**config.mk**
```make
export PLATFORM = sky130hd
export DESIGN_NAME = cache_fill_arbiter
export DESIGN_NICKNAME = d
export VERILOG_FILES = /design/src/rtl/cache_pkg.sv /design/src/rtl/cache_fill_arbiter.sv
export SDC_FILE = /design/constraint.sdc
export NUM_CORES = 1
export LEC_CHECK = 0
export BUFFER_PORTS_ARGS = -buffer_cell sky130_fd_sc_hd__buf_2
export CAP_MARGIN = 20
export CORE_MARGIN = 5
export CORE_UTILIZATION = 45
export CTS_CLUSTER_SIZE = 12
export DETAILED_ROUTE_END_ITERATION = 12
export GPL_TIMING_DRIVEN = 1
export PLACE_DENSITY = 0.78
export SYNTH_ARGS = -nofsm -noshare
export SYNTH_HDL_FRONTEND = slang
export SYNTH_SLANG_ARGS = --single-unit
```
**constraint.sdc**
```tcl
create_clock -name clk -period 2.1 [get_ports clk]
set_input_delay 0.21 -clock clk [delete_from_list [all_inputs] [get_ports clk]]
set_output_delay 0.21 -clock clk [all_outputs]
set_load 0.01 [all_outputs]
```
**src/rtl/cache_pkg.sv**
```systemverilog
`default_nettype none
// ---------------------------------------------------------------------------
// cache_pkg : shared encodings for the cache fill arbiter
// Revision  : 1.0 - initial release
// ---------------------------------------------------------------------------
package cache_pkg;

  typedef enum logic [2:0] {
    ST_IDLE  = 3'd0,
    ST_STORE = 3'd1,
    ST_ISSUE = 3'd2,
    ST_DRAIN = 3'd3,
    ST_DONE  = 3'd4
  } state_t;

  typedef enum logic [1:0] {
    OWN_NONE   = 2'd0,
    OWN_DCACHE = 2'd1,
    OWN_ICACHE = 2'd2
  } owner_t;

  localparam logic [15:0] BLOCK_MASK = 16'hFFF0;

  function automatic logic [15:0] block_base(input logic [15:0] addr);
    return addr & BLOCK_MASK;
  endfunction

endpackage
`default_nettype wire

```
**src/rtl/cache_fill_arbiter.sv**
```systemverilog
`default_nettype none
// ---------------------------------------------------------------------------
// cache_fill_arbiter : shares one memory port between D-cache stores and
//                      D/I-cache block fills (fixed priority, no preemption)
// Revision           : 1.0 - initial release
// ---------------------------------------------------------------------------
module cache_fill_arbiter
  import cache_pkg::*;
#(
  parameter int MEM_LATENCY     = 4,   // must be >= 1
  parameter int WORDS_PER_BLOCK = 8
) (
  input  logic        clk,
  input  logic        rst_n,
  input  logic        dstore_req,
  input  logic [15:0] dstore_addr,
  input  logic [15:0] dstore_data,
  input  logic        dcache_miss,
  input  logic [15:0] dcache_miss_addr,
  input  logic        icache_miss,
  input  logic [15:0] icache_miss_addr,
  output logic        mem_en,
  output logic        mem_wr,
  output logic [15:0] mem_addr,
  output logic [15:0] mem_wdata,
  input  logic [15:0] mem_rdata,
  input  logic        mem_data_valid,
  output logic [15:0] fill_word,
  output logic [2:0]  fill_idx,
  output logic        icache_fill_we,
  output logic        dcache_fill_we,
  output logic        icache_fill_done,
  output logic        dcache_fill_done,
  output logic        dstore_ack,
  output logic        busy
);

  localparam int              CNT_W    = $clog2(WORDS_PER_BLOCK + 1);
  localparam logic [CNT_W-1:0] LAST_IDX = CNT_W'(WORDS_PER_BLOCK - 1);

  state_t                 r_state;
  owner_t                 r_owner;
  logic [15:0]            r_base;
  logic [CNT_W-1:0]       r_issue_cnt;
  logic [CNT_W-1:0]       r_recv_cnt;
  logic [MEM_LATENCY-1:0] r_rd_pipe;

  logic w_fill_active;
  logic w_last_beat;
  logic w_rd_issue;

  // Beats are only accepted when a read issued by this fill is due back, so
  // beats still in flight from before a reset can never reach a cache.
  assign w_rd_issue    = mem_en & ~mem_wr;
  assign w_fill_active = mem_data_valid & r_rd_pipe[MEM_LATENCY-1] &
                         ((r_state == ST_ISSUE) || (r_state == ST_DRAIN));
  assign w_last_beat   = w_fill_active && (r_recv_cnt == LAST_IDX);

  assign fill_word      = w_fill_active ? mem_rdata : 16'h0000;
  assign fill_idx       = w_fill_active ? 3'(r_recv_cnt) : 3'd0;
  assign dcache_fill_we = w_fill_active && (r_owner == OWN_DCACHE);
  assign icache_fill_we = w_fill_active && (r_owner == OWN_ICACHE);
  assign busy           = (r_state != ST_IDLE);

  always_ff @(posedge clk or negedge rst_n) begin
    if (!rst_n) begin
      r_state          <= ST_IDLE;
      r_owner          <= OWN_NONE;
      r_base           <= 16'h0000;
      r_issue_cnt      <= '0;
      r_recv_cnt       <= '0;
      r_rd_pipe        <= '0;
      mem_en           <= 1'b0;
      mem_wr           <= 1'b0;
      mem_addr         <= 16'h0000;
      mem_wdata        <= 16'h0000;
      dstore_ack       <= 1'b0;
      icache_fill_done <= 1'b0;
      dcache_fill_done <= 1'b0;
    end else begin
      r_rd_pipe        <= MEM_LATENCY'({r_rd_pipe, w_rd_issue});
      dstore_ack       <= 1'b0;
      icache_fill_done <= 1'b0;
      dcache_fill_done <= 1'b0;
      if (w_fill_active) begin
        r_recv_cnt <= r_recv_cnt + CNT_W'(1);
      end

      case (r_state)
        ST_IDLE: begin
          if (dstore_req) begin
            mem_en     <= 1'b1;
            mem_wr     <= 1'b1;
            mem_addr   <= dstore_addr;
            mem_wdata  <= dstore_data;
            dstore_ack <= 1'b1;
            r_state    <= ST_STORE;
          end else if (dcache_miss || icache_miss) begin
            r_owner     <= dcache_miss ? OWN_DCACHE : OWN_ICACHE;
            r_base      <= block_base(dcache_miss ? dcache_miss_addr : icache_miss_addr);
            mem_en      <= 1'b1;
            mem_wr      <= 1'b0;
            mem_addr    <= block_base(dcache_miss ? dcache_miss_addr : icache_miss_addr);
            r_issue_cnt <= '0;
            r_recv_cnt  <= '0;
            r_state     <= ST_ISSUE;
          end
        end

        ST_STORE: begin
          mem_en    <= 1'b0;
          mem_wr    <= 1'b0;
          mem_addr  <= 16'h0000;
          mem_wdata <= 16'h0000;
          r_state   <= ST_IDLE;
        end

        ST_ISSUE: begin
          if (r_issue_cnt == LAST_IDX) begin
            mem_en   <= 1'b0;
            mem_addr <= 16'h0000;
            if (w_last_beat) begin
              dcache_fill_done <= (r_owner == OWN_DCACHE);
              icache_fill_done <= (r_owner == OWN_ICACHE);
              r_state          <= ST_DONE;
            end else begin
              r_state <= ST_DRAIN;
            end
          end else begin
            r_issue_cnt <= r_issue_cnt + CNT_W'(1);
            mem_addr    <= r_base + 16'({r_issue_cnt + CNT_W'(1), 1'b0});
          end
        end

        ST_DRAIN: begin
          if (w_last_beat) begin
            dcache_fill_done <= (r_owner == OWN_DCACHE);
            icache_fill_done <= (r_owner == OWN_ICACHE);
            r_state          <= ST_DONE;
          end
        end

        ST_DONE: begin
          r_owner <= OWN_NONE;
          r_state <= ST_IDLE;
        end

        default: begin
          mem_en  <= 1'b0;
          mem_wr  <= 1'b0;
          r_owner <= OWN_NONE;
          r_state <= ST_IDLE;
        end
      endcase
    end
  end

endmodule
`default_nettype wire
```
==> metrics.cfg <==
[sta]
clock_skew_ns = 0.00828
setup_viol = 0
max_freq_ghz = 0.499
fin_crit_ns = 2.01
period_share_pct = 95.5
whs_ns = 0.0948
finalSetupTns_ns = 0
worstMarginPinSlew_ns = 0.534
drv_slew = 0
relSlewSlack_pct = 64.4
final_hold_viol_count = 0

[worst_hold_path]
holdPathStages = 2
hold_class = in2reg

[final_layout]
register_area_um2 = 1650
fillCellCount = 657
drive_gt1_share_pct = 36.8
antennaDiodeCount = 0
nets = 579
areaGrowthSynthToFinish_pct = 30.1
multi_input_area_um2 = 1600

[routing]
viasPerCell = 5.23
routed_wl_mm = 8.87
dr.pass1.iters = 4
drt_iter0_drc = 203
avgRoutedWirePerCell_um = 15.0
drt_drc_violations_left = 0
antenna_left = 0
vias = 3090

[worst_setup_path]
start_kind = flip-flop
path_max_fanout = 5
crit_cells = 8
cp-end-kind = flip-flop
cp_top_family = compound AO/OA/AOI/OAI gates
max_stage_delay_ns = 0.39
worstSetupPathType = reg2reg
critPathSlowestCell = dfrtp_1
path_buf_inv = 0
cp_data_arrival_time_ns = 2.22
r2r_cells = 8
crit_path_frequent_cell = ha_1
worst-endpoint-required_ns = 2.32
crit_chain = nand3_1 -> xnor2_2 -> ha_1 -> ha_1 -> nand4_1 -> o21a_1 -> o21ai_0 -> a21oi_2

[clock_tree]
ctsLongestPathBuffers = 2
htreeDepth = 3
cts_root_buf = clkbuf_8
cts.sink_count = 66
clk_pin_slew_ns = 0.07
numCtsBuffers = 9
clk_latency_ns = 0.34
cts_tree = built

[synthesis]
ys_warn_count = 0
syn_nets = 436
synth-edff-count = 0
syn_avg_cell_area_um2 = 9.78
ys.flop_type = dfrtp_1
synthArstFlopShare_pct = 100
synth_area_um2 = 3380
synth_cell_types = 47
syn_inst = 345
ys_seq_elements = 66
ys_seq_area_share_pct = 48.9

[place]
hpwl_mm = 6.63
port-buffer-count = 136
globalplace.congestion = 0.877

[grt]
grt_pass1_vias = 3197
grt_max_degree = 31
grt-ovfl-total = 0
antenna_found_initial = 0
grt_usage_pct = 19.3
grt_pass1_wl_mm = 15.2

[die]
core_area_um2 = 7290
start_util_pct = 46.3
io_pins = 145
die_area_um2 = 9330
fp-row-count = 31
die_h_um = 96.6
die_x_um = 96.6

[outcome]
status = finished, final reports clean

[job]
cap_violations = 0

[power_and_ir_drop]
peakVddDrop_uv = 305
leakagePower_nw = 2.32
cellPowerDensity_nw_per_um2 = 579

worst paths after layout:
path / startpoint / to / slack, ns
max in group asynchronous: rst_n / r_state[1]$_DFFE_PN0P_ / 0.99
min in group asynchronous: rst_n / mem_addr[10]$_DFFE_PN0P_ / 0.38
max reg2reg: r_issue_cnt[1]$_DFFE_PN0P_ / mem_addr[12]$_DFFE_PN0P_ / 0.09
min reg2reg: r_rd_pipe[0]$_DFF_PN0_ / r_rd_pipe[1]$_DFF_PN0_ / 0.35
min: dstore_data[1] / mem_wdata[1]$_DFFE_PN0P_ / 0.09
max: r_issue_cnt[1]$_DFFE_PN0P_ / mem_addr[12]$_DFFE_PN0P_ / 0.09
synthesized netlist by cell type, types with 3 or more instances:
cell type / number / area, um^2
nand3_1: 13 / 65.1
nor2_1: 36 / 135
a221oi_1: 5 / 43.8
and3_1: 4 / 25.0
a21oi_1: 21 / 105
clkbuf_1: 6 / 22.5
nor2b_1: 3 / 18.8
a22o_1: 18 / 158
nand4_1: 3 / 18.8
o21ai_0: 25 / 125
xor2_1: 5 / 43.8
buf_2: 10 / 50.1
and2_1: 18 / 113
dfrtp_1: 66 / 1650
xnor2_1: 6 / 52.6
nand2_1: 29 / 109
o21a_1: 5 / 37.5
mux2i_1: 14 / 140
ha_1: 5 / 62.6
o211ai_1: 4 / 30.0
buf_4: 3 / 22.5
a21oi_2: 6 / 52.6
nor3_1: 8 / 40.0
inv_1: 4 / 15.0
cells in the final DEF, fill, tap and decap left out, drive strengths merged, types with 5 or more instances in the layout:
cell type,instances
a21oi,27
a221oi,5
a22o,18
and2,18
buf,153
clkbuf,12
dfrtp,66
ha,5
mux2i,14
nand2,29
nand3,13
nor2,37
nor3,8
o21a,5
o21ai,26
xnor2,6
xor2,5
cells by family (layout without fill, tap and decap cells):
logic type      Yosys count  after routing  synth area share, %
mux                      14             14                 4.15
flops                    66             66                 48.9
simple gates            127            127                 18.5
fa+ha+maj                 5              5                 1.85
buf+inv                  26            173                 4.04
xor+xnor                 11             11                 2.85
compound gates           96             96                 19.6
worst reg2reg max path: stages (launching register included):
cell     delay (ns)
dfrtp_1        0.39
nand3_1        0.14
xnor2_2        0.17
ha_1           0.19
ha_1           0.21
nand4_1        0.25
o21a_1         0.26
o21ai_0        0.21
a21oi_2        0.07
area by class of cell:
class | count | area share [%]
clock buffers | 12 | 3.30
flip-flops and latches | 66 | 37.6
repair buffers | 154 | 18.6
well taps | 99 | 2.82
multi-input cells | 253 | 36.4
inverters | 4 | 0.342
clock inverters | 3 | 0.911
per-layer routing:
layer	wire length, um	global-route usage (%)	share of wire [%]
met5	0	0	0
met4	65	5.51	0.73
met3	567	5.11	6.4
met2	4530	33.3	51
met1	3700	23.8	42
repair_timing:
| item | 4_1_cts | 5_1_grt |
|---|---|---|
| hold buffers | 1 | 0 |
| endpoints found under the setup margin | 0 | 24 |
| resized for setup | 0 | 2 |
| setup buffers | 0 | 1 |
| endpoints found under the hold margin | 22 | 0 |
state kept, by name, indices dropped and copies added (netlist names), 2 cells and up:
| signal | count |
|---|---|
| r_issue_cnt | 4 |
| mem_wdata | 16 |
| r_state | 3 |
| r_base | 12 |
| r_recv_cnt | 4 |
| mem_addr | 16 |
| r_owner | 2 |
| r_rd_pipe | 4 |
per-stage QoR:
step           setup WS, ns  instance area, um^2  power [W]  std cells  utilization (%)
3_5_place_dp          0.139                 4170    0.00154        573             57.2
4_1_cts              0.0539                 4370    0.00256        589             59.9
3_3_place_gp          0.193                 4170    0.00153        573             57.2
2_1_floorplan         0.290                 3380    0.00142        345                -
5_1_grt             -0.0481                 4390    0.00265        591             60.2
6_report             0.0944                 4390    0.00254        591             60.2
where the power goes:
part           leakage (nW)  internal, W  switching [W]
logic                  1.35     0.000100       0.000104
registers             0.875      0.00129      0.0000218
clock network        0.0962     0.000571       0.000455
total                  2.32      0.00196       0.000582
No activity file was read; power rests on OpenSTA's default activity.
